### src/rtl/series_operand_feeder_pkg.sv
// rtl/series_operand_feeder_pkg.sv - shared widths, FSM state codes and byte index codes
package series_operand_feeder_pkg;

    localparam int X_W_DEF = 16;
    localparam int Y_W_DEF = 8;

    typedef enum logic [1:0] {
        ST_IDLE   = 2'd0,
        ST_LAUNCH = 2'd1,
        ST_WAIT   = 2'd2
    } feeder_state_t;

    typedef enum logic [1:0] {
        IDX_XLO = 2'd0,
        IDX_XHI = 2'd1,
        IDX_Y   = 2'd2
    } byte_idx_t;

endpackage

### src/rtl/series_operand_feeder_job_fifo.sv
// rtl/series_operand_feeder_job_fifo.sv - synchronous job FIFO with flush and occupancy count
module series_operand_feeder_job_fifo #(
    parameter int DEPTH = 4,
    parameter int W     = 24
) (
    input  logic                     clk,
    input  logic                     rst,
    input  logic                     flush,
    input  logic                     push,
    input  logic [W-1:0]             push_data,
    input  logic                     pop,
    output logic [W-1:0]             pop_data,
    output logic                     full,
    output logic                     empty,
    output logic [$clog2(DEPTH):0]   count
);

    localparam int AW = $clog2(DEPTH);
    localparam int CW = AW + 1;

    logic [W-1:0]  mem [DEPTH];
    logic [AW-1:0] wr_ptr;
    logic [AW-1:0] rd_ptr;
    logic          do_push;
    logic          do_pop;

    // full/empty come from the registered count, so a same-cycle pop never frees a slot for a push
    assign full     = (count == CW'(DEPTH));
    assign empty    = (count == '0);
    assign do_push  = push & ~full;
    assign do_pop   = pop & ~empty;
    assign pop_data = mem[rd_ptr];

    always_ff @(posedge clk) begin
        if (do_push && rst && !flush) begin
            mem[wr_ptr] <= push_data;
        end
    end

    always_ff @(posedge clk) begin
        if (!rst || flush) begin
            wr_ptr <= '0;
            rd_ptr <= '0;
            count  <= '0;
        end else begin
            if (do_push) begin
                wr_ptr <= wr_ptr + AW'(1);
            end
            if (do_pop) begin
                rd_ptr <= rd_ptr + AW'(1);
            end
            count <= count + CW'(do_push) - CW'(do_pop);
        end
    end

endmodule

### src/rtl/series_operand_feeder.sv
// rtl/series_operand_feeder.sv - byte-stream job assembler, job FIFO and launch/wait FSM
module series_operand_feeder
    import series_operand_feeder_pkg::*;
#(
    parameter int DEPTH = 4,
    parameter int X_W   = X_W_DEF,
    parameter int Y_W   = Y_W_DEF
) (
    input  logic                     clk,
    input  logic                     rst,
    input  logic                     flush,
    input  logic [7:0]               byte_in,
    input  logic                     byte_valid,
    output logic                     byte_ready,
    input  logic                     done,
    output logic [X_W-1:0]           xin,
    output logic [Y_W-1:0]           yin,
    output logic                     start,
    output logic                     busy,
    output logic                     full,
    output logic                     empty,
    output logic [$clog2(DEPTH):0]   count
);

    localparam int JW = X_W + Y_W;

    byte_idx_t     byte_idx;
    feeder_state_t state;
    logic [7:0]    x_lo;
    logic [7:0]    x_hi;
    logic          accept;
    logic          push;
    logic          pop;
    logic [JW-1:0] head;

    assign byte_ready = (byte_idx != IDX_Y) | ~full;
    assign accept     = byte_valid & byte_ready & ~flush;
    assign push       = accept & (byte_idx == IDX_Y);
    assign pop        = (state == ST_IDLE) & ~empty & ~flush;

    series_operand_feeder_job_fifo #(
        .DEPTH (DEPTH),
        .W     (JW)
    ) u_job_fifo (
        .clk       (clk),
        .rst       (rst),
        .flush     (flush),
        .push      (push),
        .push_data (JW'({x_hi, x_lo, byte_in})),
        .pop       (pop),
        .pop_data  (head),
        .full      (full),
        .empty     (empty),
        .count     (count)
    );

    // Partial jobs live only in x_lo/x_hi and byte_idx, so rst/flush simply discard them
    always_ff @(posedge clk) begin
        if (!rst) begin
            byte_idx <= IDX_XLO;
            x_lo     <= '0;
            x_hi     <= '0;
        end else if (flush) begin
            byte_idx <= IDX_XLO;
        end else if (accept) begin
            case (byte_idx)
                IDX_XLO: begin
                    x_lo     <= byte_in;
                    byte_idx <= IDX_XHI;
                end
                IDX_XHI: begin
                    x_hi     <= byte_in;
                    byte_idx <= IDX_Y;
                end
                default: byte_idx <= IDX_XLO;
            endcase
        end
    end

    // xin/yin load only on a pop and deliberately survive flush
    always_ff @(posedge clk) begin
        if (!rst) begin
            state <= ST_IDLE;
            xin   <= '0;
            yin   <= '0;
            start <= 1'b0;
            busy  <= 1'b0;
        end else if (flush) begin
            state <= ST_IDLE;
            start <= 1'b0;
            busy  <= 1'b0;
        end else begin
            case (state)
                ST_IDLE: begin
                    if (pop) begin
                        xin   <= head[JW-1:Y_W];
                        yin   <= head[Y_W-1:0];
                        start <= 1'b1;
                        busy  <= 1'b1;
                        state <= ST_LAUNCH;
                    end
                end
                ST_LAUNCH: begin
                    start <= 1'b0;
                    state <= ST_WAIT;
                end
                ST_WAIT: begin
                    if (done) begin
                        busy  <= 1'b0;
                        state <= ST_IDLE;
                    end
                end
                default: begin
                    start <= 1'b0;
                    busy  <= 1'b0;
                    state <= ST_IDLE;
                end
            endcase
        end
    end

endmodule

### config.mk
export PLATFORM = sky130hd
export DESIGN_NAME = series_operand_feeder
export DESIGN_NICKNAME = d
export VERILOG_FILES = /design/src/rtl/series_operand_feeder_pkg.sv /design/src/rtl/series_operand_feeder_job_fifo.sv /design/src/rtl/series_operand_feeder.sv
export SDC_FILE = /design/constraint.sdc
export NUM_CORES = 1
export LEC_CHECK = 0
export ABC_AREA = 1
export BUFFER_PORTS_ARGS = -buffer_cell sky130_fd_sc_hd__buf_2
export CAP_MARGIN = 20
export CELL_PAD_IN_SITES_DETAIL_PLACEMENT = 1
export CELL_PAD_IN_SITES_GLOBAL_PLACEMENT = 1
export CORE_ASPECT_RATIO = 1.75
export CORE_MARGIN = 2
export CORE_UTILIZATION = 48
export DETAILED_ROUTE_END_ITERATION = 12
export GPL_ROUTABILITY_DRIVEN = 0
export HOLD_SLACK_MARGIN = 0.08
export PLACE_DENSITY_LB_ADDON = 0.1
export SLEW_MARGIN = 20
export SYNTH_ARGS = -nofsm -noshare
export SYNTH_HDL_FRONTEND = slang
export SYNTH_HIERARCHICAL = 1
export SYNTH_SLANG_ARGS = --single-unit
### constraint.sdc
create_clock -name clk -period 3.25 [get_ports clk]
set_input_delay 0.65 -clock clk [delete_from_list [all_inputs] [get_ports clk]]
set_output_delay 0.65 -clock clk [all_outputs]
set_load 0.005 [all_outputs]
==> results of run 1 <==
cell type report:
| cell class | count | area share, % |
|---|---|---|
| inverters | 28 | 1.595 |
| clock buffers | 18 | 6.287 |
| repair buffers | 53 | 4.216 |
| flip-flops and latches | 151 | 58.36 |
| well taps | 165 | 3.024 |
| multi-input cells | 307 | 24.67 |
| clock inverters | 14 | 1.851 |
critical path, stage by stage, from the launching register on:
cell and delay (ns):
dfxtp_1 0.33, nor2_1 0.15, nand2_1 0.15, inv_1 0.16
nor2_2 0.07, nand2_4 0.30, inv_4 0.04, inv_1 0.05
nor2_1 0.04, ha_1 0.26, inv_1 0.04, ha_1 0.18
fa_1 0.48, inv_1 0.05, nor2_1 0.10
Yosys cell counts, drive strengths merged:
cell type	count	share of area [%]
nor2	133	10
edfxtp	96	49
o21ai	82	6.9
dfxtp	55	19
inv	27	1.8
nand2	27	1.9
o22ai	24	4.7
buf	18	2.1
a21oi	17	1.4
nand3	14	1.2
ha	6	1.3
clkbuf	4	0.25
clkinv	1	0.085
fa	1	0.34
nand4	1	0.11
nor3b	1	0.21
or2	1	0.15
kinds of logic (layout without fill, tap and decap cells):
| family | count (synthesis) | after routing | share of synthesized area [%] |
|---|---|---|---|
| compound gates | 123 | 123 | 13.05 |
| fa+ha+maj | 7 | 7 | 1.609 |
| buf+inv | 50 | 113 | 4.235 |
| flops | 151 | 151 | 67.43 |
| simple gates | 177 | 177 | 13.68 |
state kept, by name, summed over array words and instances (netlist names), named ones only:
| signal | flops |
|---|---|
| busy | 1 |
| byte_idx | 2 |
| start | 1 |
| state | 2 |
| u_job_fifo/count | 3 |
| u_job_fifo/mem | 96 |
| u_job_fifo/rd_ptr | 2 |
| u_job_fifo/wr_ptr | 2 |
| x_hi | 8 |
| x_lo | 8 |
| xin | 16 |
| yin | 8 |
metal layers:
| metal | global-route usage, % | vias to the layer above |
|---|---|---|
| met5 | 0 | - |
| met4 | 12.62 | 0 |
| met3 | 4.221 | 37 |
| met2 | 41.59 | 91 |
| met1 | 24.31 | 1960 |
| li1 | - | 1863 |
stage by stage:
step	util, %	worst slack, ns	hold WS (ns)	power [mW]
2_1_floorplan	-	0.4484	0.4481	2.116
3_3_place_gp	52.25	0.8174	0.4540	2.149
3_5_place_dp	52.25	0.7306	0.4585	2.152
4_1_cts	56.87	0.7424	0.4687	3.984
5_1_grt	56.87	0.5276	0.4982	4.071
6_report	56.87	0.7619	0.4636	3.959
worst min-delay path by stage:
stage                               startpoint  endpoint
after floorplan           u_job_fifo/rd_ptr[0]  register
after global placement                    busy      busy
after detailed placement                  busy      busy
after CTS                                 busy      busy
after global routing                    xin[3]    xin[3]
final                                     busy      busy
power breakdown:
part / switching, mW / leakage (nW) / internal (mW)
clock network: 0.790 / 0.261 / 1.06
logic: 0.0470 / 0.857 / 0.0193
registers: 0.00923 / 1.23 / 2.04
total: 0.847 / 2.35 / 3.11
==> impl_metrics.py, run 1 <==
metrics = {
    "run_status": {
        "outcome": "finished clean",
    },
    "clock_network": {
        "cts_tree": "yes",
        "cts_resized": 0,
        "cts_setup_buffers": 0,
        "clock-sinks": 151,
        "cts_buffers": 17,
        "insertion_delay_ns": 0.42,
        "clk_pin_slew_ns": 0.06,
        "clock_path_buffers": 2,
        "clock-root-buffer": "clkbuf_16",
        "htree_levels": 4,
        "ctsHoldBuffers": 0,
    },
    "synth": {
        "ys_seq_elements": 151,
        "syn_area_mm2": 0.005908,
        "synth.avg_cell_area_um2": 11.63,
        "netlist-cell-type-count": 27,
        "ys_seq_area_share_pct": 67.43,
        "yosysWarningCount": 6,
        "synth_nets": 528,
        "syn_inst": 508,
    },
    "setup_path": {
        "startpoint": "u_job_fifo/count[1]",
        "end_kind": "register",
        "worst-setup-path-type": "register to register",
        "crit_arrival_ns": 2.84,
        "cp.required_ns": 3.60,
        "r2r-start": "u_job_fifo/count[1]",
        "endpoint": "u_job_fifo/count[1]",
        "crit_fanout": 28,
        "crit_path_start_kind": "register",
        "worstRegToRegCells": 14,
        "reg2reg_slack_ns": 0.76,
        "r2r_end": "u_job_fifo/count[1]",
    },
    "timing": {
        "drv_slew": 0,
        "setup_viol": 0,
        "max_freq_ghz": 0.4019,
        "timing.final.crit_share_pct": 76.56,
        "clock_skew_ns": 0.007608,
        "grt_setup_unrepaired": "no",
        "slew_headroom_pct": 32.59,
        "tightest_slew_ns": 1.010,
        "finalSetupTns_ns": 0,
        "min_period_ns": 2.488,
        "final_hold_viol_count": 0,
    },
    "final_layout": {
        "final_area_mm2": 0.006827,
        "fillers": 1283,
        "nets": 578,
        "syn2layout_area_growth_pct": 15.54,
        "layout_commonest_cell": "edfxtp_1",
        "n_antenna_cell": 0,
        "mostFrequentLayoutCells": "edfxtp_1, nor2_1, o21ai_0",
        "finalNonFillerCells": 736,
        "drive_gt1_share_pct": 26.62,
        "multiInputGateArea_mm2": 0.001684,
        "register_area_mm2": 0.003984,
    },
    "global_route": {
        "grtUsageTotal_pct": 22.93,
        "grt_pass1_wl_um": 21880,
        "antenna_found_initial": 0,
        "grt_max_degree": 49,
        "grt_pass1_vias": 4254,
        "grt-ovfl-total": 0,
    },
    "floorplan": {
        "die-area_mm2": 0.01325,
        "pin_count": 45,
        "core_mm2": 0.01200,
        "die_x_um": 87.87,
        "initial_core_util_pct": 49.22,
        "fp-row-count": 53,
        "die_h_um": 150.8,
    },
    "placement": {
        "hpwl_um": 8407,
        "place_area_mm2": 0.006271,
        "portBuffers": 44,
        "dp.cells": 704,
    },
    "hold_path": {
        "min_path_cells": 2,
        "hold_class": "register to register",
    },
    "power": {
        "peakVddDrop_mv": 0.3804,
        "power_density_mw_per_mm2": 579.9,
        "p_leak_nw": 2.353,
    },
    "drt": {
        "drt_iter0_markers": 180,
        "wl_met1_um": 5322,
        "met2_length_um": 7623,
        "wl_per_cell_um": 18.88,
        "drt_wl_total_um": 13890,
        "dr_wl_met3_um": 395,
        "first_pass_iters": 4,
        "antenna_left": 0,
        "num_vias": 3951,
        "post-route-drc-count": 0,
        "viasPerCell": 5.368,
        "highest_layer": "met4",
    },
    "flow_run": {
        "max_cap_viol_count": 0,
    },
}
(Power assumes the default switching activity.)
==> run 2, diff against run 1 <==
CORE_UTILIZATION = 43   (was 48)
clock period = 2.05 ns   (was 3.25 ns; I/O delays follow)
==> impl_metrics.py, run 2 (same netlist as run 1, synthesis figures left out) <==
metrics = {
    "global_route": {
        "grt-ovfl-total": 0,
        "grt_max_degree": 49,
        "grt_pass1_wl_um": 21980,
        "antenna_found_initial": 1,
        "grtUsageTotal_pct": 19.89,
        "grt_pass1_vias": 4345,
    },
    "hold_path": {
        "min_path_cells": 1,
        "hold_class": "input pin to register",
    },
    "final_layout": {
        "mostFrequentLayoutCells": "edfxtp_1, nor2_1, o21ai_0",
        "final_area_mm2": 0.007097,
        "syn2layout_area_growth_pct": 20.12,
        "largest_reg_flops": 96,
        "drive_gt1_share_pct": 32.25,
        "fin_util_pct": 53.03,
        "reg_top3": "u_job_fifo/mem: 96 flops, xin: 16 flops",
        "nets": 593,
        "largest-register": "u_job_fifo/mem",
        "layout_commonest_cell": "edfxtp_1",
    },
    "setup_path": {
        "crit_arrival_ns": 2.37,
        "worst-setup-path-type": "register to register",
        "end_kind": "register",
        "crit_path_start_kind": "register",
        "crit_fanout": 2,
        "cp.required_ns": 2.40,
        "worstRegToRegCells": 13,
    },
    "timing": {
        "max_freq_ghz": 0.4958,
        "setup_viol": 0,
        "finalSetupTns_ns": 0,
        "slew_headroom_pct": 38.98,
        "final_hold_viol_count": 0,
        "timing.final.crit_share_pct": 98.38,
        "min_period_ns": 2.017,
        "tightest_slew_ns": 0.9140,
        "clock_skew_ns": 0.008519,
        "grt_setup_unrepaired": "yes",
        "drv_slew": 0,
    },
    "clock_network": {
        "clock_path_buffers": 2,
        "clk_pin_slew_ns": 0.06,
        "clock-root-buffer": "clkbuf_16",
        "cts_buffers": 17,
        "ctsHoldBuffers": 0,
        "insertion_delay_ns": 0.42,
        "cts_tree": "yes",
        "clock-sinks": 151,
        "htree_levels": 4,
    },
    "power": {
        "combinationalPowerShare_pct": 1.6,
        "power_density_mw_per_mm2": 894.2,
        "power.total_mw": 6.346,
        "switchingPower_mw": 1.291,
        "p_clk_share_pct": 47.2,
        "p_leak_nw": 2.452,
        "peakVddDrop_mv": 0.5697,
        "p_sw_share_pct": 20.34,
        "pwr-share-seq_pct": 51.1,
        "p_int_mw": 5.055,
    },
    "drt": {
        "wl_per_cell_um": 18.09,
        "post-route-drc-count": 0,
        "viasPerCell": 5.148,
        "antenna_left": 0,
        "drt_iter0_markers": 131,
        "first_pass_iters": 4,
        "drt_wl_total_um": 13770,
        "num_vias": 3918,
    },
    "floorplan": {
        "pin_count": 45,
        "die_h_um": 159.1,
        "initial_core_util_pct": 44.15,
        "die-area_mm2": 0.01473,
        "fp-row-count": 56,
        "core_mm2": 0.01338,
        "die_x_um": 92.61,
    },
    "placement": {
        "hpwl_um": 8479,
        "portBuffers": 44,
        "place_area_mm2": 0.006430,
    },
    "flow_run": {
        "max_cap_viol_count": 0,
    },
    "run_status": {
        "outcome": "finished clean",
    },
}
-- run 2: cell types whose count changed in the layout (fill, tap and decap cells not counted), sizes merged --
cell | previous run | this run
clkinv | 7 | 6
diode | 0 | 1
buf | 53 | 68
inv | 30 | 28
clkbuf | 18 | 21
-- run 2: per-stage QoR --
stage	hold WS, ns	std cells	setup slack (ns)
2_1_floorplan	0.4481	508	-0.1516
3_3_place_gp	0.4488	723	-0.02193
3_5_place_dp	0.4663	723	-0.08283
4_1_cts	0.2323	758	0.002127
5_1_grt	0.2463	760	-0.07274
6_report	0.2547	761	0.03321
-- run 2: cell type report --
| cell class | instances | area, µm² |
|---|---|---|
| Fill cell | 1426 | 6286 |
| Multi-Input combinational cell | 307 | 1748 |
| Tap cell | 174 | 217.7 |
| Timing Repair Buffer | 68 | 450.4 |
| Sequential cell | 151 | 3989 |
| Clock inverter | 11 | 97.59 |
| Antenna cell | 1 | 2.502 |
| Clock buffer | 21 | 480.5 |
| Inverter | 28 | 111.4 |
-- run 2: repair_timing --
item	in CTS	in global routing
endpoints found under the setup margin	1	68
pin swaps	0	7
buffers inserted	3	2
resized for setup	1	12
endpoints found under the hold margin	0	0
gates cloned	0	0
-- run 2: worst max-delay path: stages, from the launching register on --
cell and delay (ns):
dfxtp_2 0.35, nor2_4 0.05, nand2_2 0.08, inv_2 0.04, nand3_2 0.07, nand4_1 0.11, inv_2 0.09, nand2_2 0.07
ha_4 0.27, inv_2 0.04, ha_4 0.15, fa_2 0.53, inv_2 0.03, nor2_1 0.07
-- run 2: power by group through the flow --
stage | Combinational, mW | Sequential [mW] | Clock, mW
after detailed placement | 0.105 | 3.31 | 0
after CTS | 0.106 | 3.24 | 3.06
after global routing | 0.117 | 3.24 | 3.19
after floorplan | 0.0532 | 3.30 | 0
after global placement | 0.103 | 3.31 | 0
final | 0.104 | 3.24 | 3.00
-- run 2: layer usage --
layer / wire length [µm] / vias to the layer above / global-route usage [%]
met2: 7771 / 73 / 37.59
met4: 461 / 0 / 8.556
met5: 0 / - / 0
met1: 5094 / 1927 / 19.93
met3: 438 / 28 / 5.301
li1: - / 1890 / -
-- run 2: worst paths after layout --
check                                          from                   end  slack (ns)
worst max-delay path            u_job_fifo/count[1]   u_job_fifo/count[1]        0.03
worst min-delay path                     byte_in[6]  u_job_fifo/mem[3][6]        0.25
worst max register to register  u_job_fifo/count[1]   u_job_fifo/count[1]        0.03
worst min register to register                 busy                  busy        0.47
==> run 3, diff against run 2 <==
ABC_AREA = 0   (was 1)
CORE_UTILIZATION = 45   (was 43)
==> impl_metrics.py, run 3 <==
metrics = {
    "run_status": {
        "outcome": "finished with violations",
        "violations": "setup timing",
    },
    "global_route": {
        "grt_max_degree": 76,
        "grt_pass1_vias": 3533,
        "grtUsageTotal_pct": 18.60,
        "antenna_found_initial": 0,
        "grt-ovfl-total": 0,
        "grt_pass1_wl_um": 19260,
    },
    "flow_run": {
        "max_cap_viol_count": 0,
    },
    "synth": {
        "synth_nets": 390,
        "ys_seq_area_share_pct": 68.81,
        "synthTopCellsByCount": "edfxtp_1, nand2_1, dfxtp_1, mux2i_1, mux4_2",
        "synth-edff-count": 96,
        "synthAdderAreaFrac_pct": 1.643,
        "syn_inst": 370,
        "async_flop_share_pct": 0,
        "netlist-cell-type-count": 39,
        "synth.area.mux_share_pct": 16.25,
        "synth_compound_area_share_pct": 1.534,
        "synth_top_family_by_area": "multiplexers",
        "synth-xor-area-share_pct": 0.3026,
        "yosysWarningCount": 6,
        "yosys.area.top_type": "edfxtp_1",
        "synth_ff_type": "edfxtp_1",
        "syn_area_mm2": 0.005789,
        "yosys.area_share.simple_pct": 8.883,
        "synth_top_area_share_pct": 49.79,
        "synth.avg_cell_area_um2": 15.65,
        "yosysMostFrequentCell": "edfxtp_1",
        "ys_seq_elements": 151,
        "ys_top_cells_by_area": "edfxtp_1, dfxtp_1, mux4_2, mux2i_1, nand2_1",
    },
    "floorplan": {
        "die_h_um": 154.0,
        "die_x_um": 89.74,
        "fp-row-count": 54,
        "core_mm2": 0.01250,
        "initial_core_util_pct": 46.32,
        "pin_count": 45,
        "die-area_mm2": 0.01382,
    },
    "timing": {
        "final_hold_viol_count": 0,
        "max_freq_ghz": 0.4344,
        "timing.final.crit_share_pct": 112.3,
        "tightest_slew_ns": 0.4934,
        "setup_viol": 4,
        "setup_ws_ns": -0.2521,
        "drv_slew": 0,
        "min_period_ns": 2.302,
        "grt_setup_unrepaired": "yes",
        "slew_headroom_pct": 67.11,
        "clock_skew_ns": 0.006764,
    },
    "clock_network": {
        "clock-root-buffer": "clkbuf_16",
        "htree_levels": 4,
        "insertion_delay_ns": 0.41,
        "clock-sinks": 151,
        "clock_path_buffers": 2,
        "cts_tree": "yes",
        "clk_pin_slew_ns": 0.06,
        "cts_buffers": 17,
    },
    "drt": {
        "viasPerCell": 5.125,
        "first_pass_iters": 4,
        "antenna_left": 0,
        "wl_per_cell_um": 19.06,
        "num_vias": 3239,
        "post-route-drc-count": 0,
        "drt_wl_total_um": 12050,
        "drt_iter0_markers": 158,
    },
    "setup_path": {
        "crit_fanout": 2,
        "worst-setup-path-type": "register to register",
        "cp.required_ns": 2.34,
        "end_kind": "register",
        "crit_path_start_kind": "register",
        "crit_arrival_ns": 2.59,
    },
    "final_layout": {
        "largest-register": "u_job_fifo/mem",
        "layout_commonest_cell": "edfxtp_1",
        "drive_gt1_share_pct": 34.27,
        "register_area_mm2": 0.003991,
        "mostFrequentLayoutCells": "edfxtp_1, nand2_1, dfxtp_1",
        "reg_top3": "u_job_fifo/mem: 96 flops, xin: 16 flops",
        "n_antenna_cell": 0,
        "largest_reg_flops": 96,
        "syn2layout_area_growth_pct": 23.47,
        "multiInputGateArea_mm2": 0.001722,
        "final_area_mm2": 0.007148,
        "nets": 471,
        "fillers": 1198,
    },
    "power": {
        "p_clk_share_pct": 47.9,
        "peakVddDrop_mv": 0.5844,
        "power.total_mw": 6.459,
        "power_density_mw_per_mm2": 903.6,
        "switchingPower_mw": 1.280,
        "p_leak_nw": 2.590,
        "pwr-share-seq_pct": 50.2,
        "combinationalPowerShare_pct": 1.8,
        "p_sw_share_pct": 19.81,
        "p_int_mw": 5.179,
    },
    "placement": {
        "hpwl_um": 7646,
        "preCtsSetupSlack_ns": -0.3629,
        "portBuffers": 44,
        "place_area_mm2": 0.006497,
    },
    "hold_path": {
        "hold_class": "input pin to register",
    },
}
-- run 3: cell types whose count changed after synthesis, moves of 6 or more --
cell	before	now
inv_1	23	7
nor2_1	98	3
nor2_2	33	0
buf_2	11	5
a21oi_1	17	6
nand3_1	14	1
nand2_1	24	74
mux4_2	0	24
o22ai_2	20	0
mux2i_1	0	40
nand2b_1	0	6
o21ai_0	75	3
o21ai_1	7	0
-- run 3: per-stage QoR --
step,util [%],cells,hold slack (ns),setup TNS [ns]
3_3_place_gp,51.98,598,0.4404,-1.327
5_1_grt,57.19,632,0.2074,-0.9483
6_report,57.19,632,0.2276,-0.4963
4_1_cts,56.87,631,0.2092,-0.4467
3_5_place_dp,51.98,598,0.4475,-1.521
2_1_floorplan,-,370,0.4511,-0.7928
-- run 3: area by class of cell --
cell class              count  share of cell area [%]
clock buffers              19                   6.056
clock inverters            13                   2.170
inverters                   8                  0.5951
multi-input cells         193                   24.09
flip-flops and latches    151                   55.84
well taps                 168                   2.941
repair buffers             80                   8.314
-- run 3: path summary, 6_finish.rpt --
check,from,to,slack (ns),cells after the start
setup / recovery,state[1],u_job_fifo/count[2],-0.25,10
hold / removal,byte_in[6],u_job_fifo/mem[0][6],0.23,1
setup reg to reg,state[1],u_job_fifo/count[2],-0.25,10
hold reg to reg,xin[3],xin[3],0.45,2
-- run 3: routing by layer --
metal  global-route usage, %  wire length [µm]  vias up
li1                        -                 -     1528
met1                   20.18              4662     1638
met2                   34.67              6771       51
met3                   4.018               299       22
met4                   8.059               312        0
met5                       0                 0        -
-- run 3: power by group through the flow --
stage | Clock, mW | Sequential, mW | Combinational [mW]
final | 3.10 | 3.24 | 0.119
after global routing | 3.30 | 3.24 | 0.132
after CTS | 3.17 | 3.24 | 0.122
after detailed placement | 0 | 3.31 | 0.121
after global placement | 0 | 3.31 | 0.118
after floorplan | 0 | 3.31 | 0.0599
-- run 3: what timing repair did --
action / CTS / global route
setup buffers: 1 / 1
pin swaps: 3 / 2
setup endpoints to repair: 6 / 6
gates resized for setup: 6 / 6
hold buffers: 0 / 0
-- run 3: logic make-up (layout without fill, tap and decap cells) --
kind of cell	after synthesis	after routing
xor gates and xnor gates	2	2
muxes	64	64
and+or+nand+nor	106	106
adders and majority gates	7	7
buffers and inverters	26	120
AOI/OAI and AO/OA	14	14
DFF	151	151
-- run 3: worst max-delay path, cell delays in order (launching register included) --
cell      delay [ns]
dfxtp_2         0.32
or4_4           0.57
clkinv_8        0.06
nor2b_4         0.17
ha_4            0.14
inv_2           0.04
ha_4            0.14
fa_2            0.35
xnor2_2         0.14
xnor2_1         0.17
nor2_1          0.07
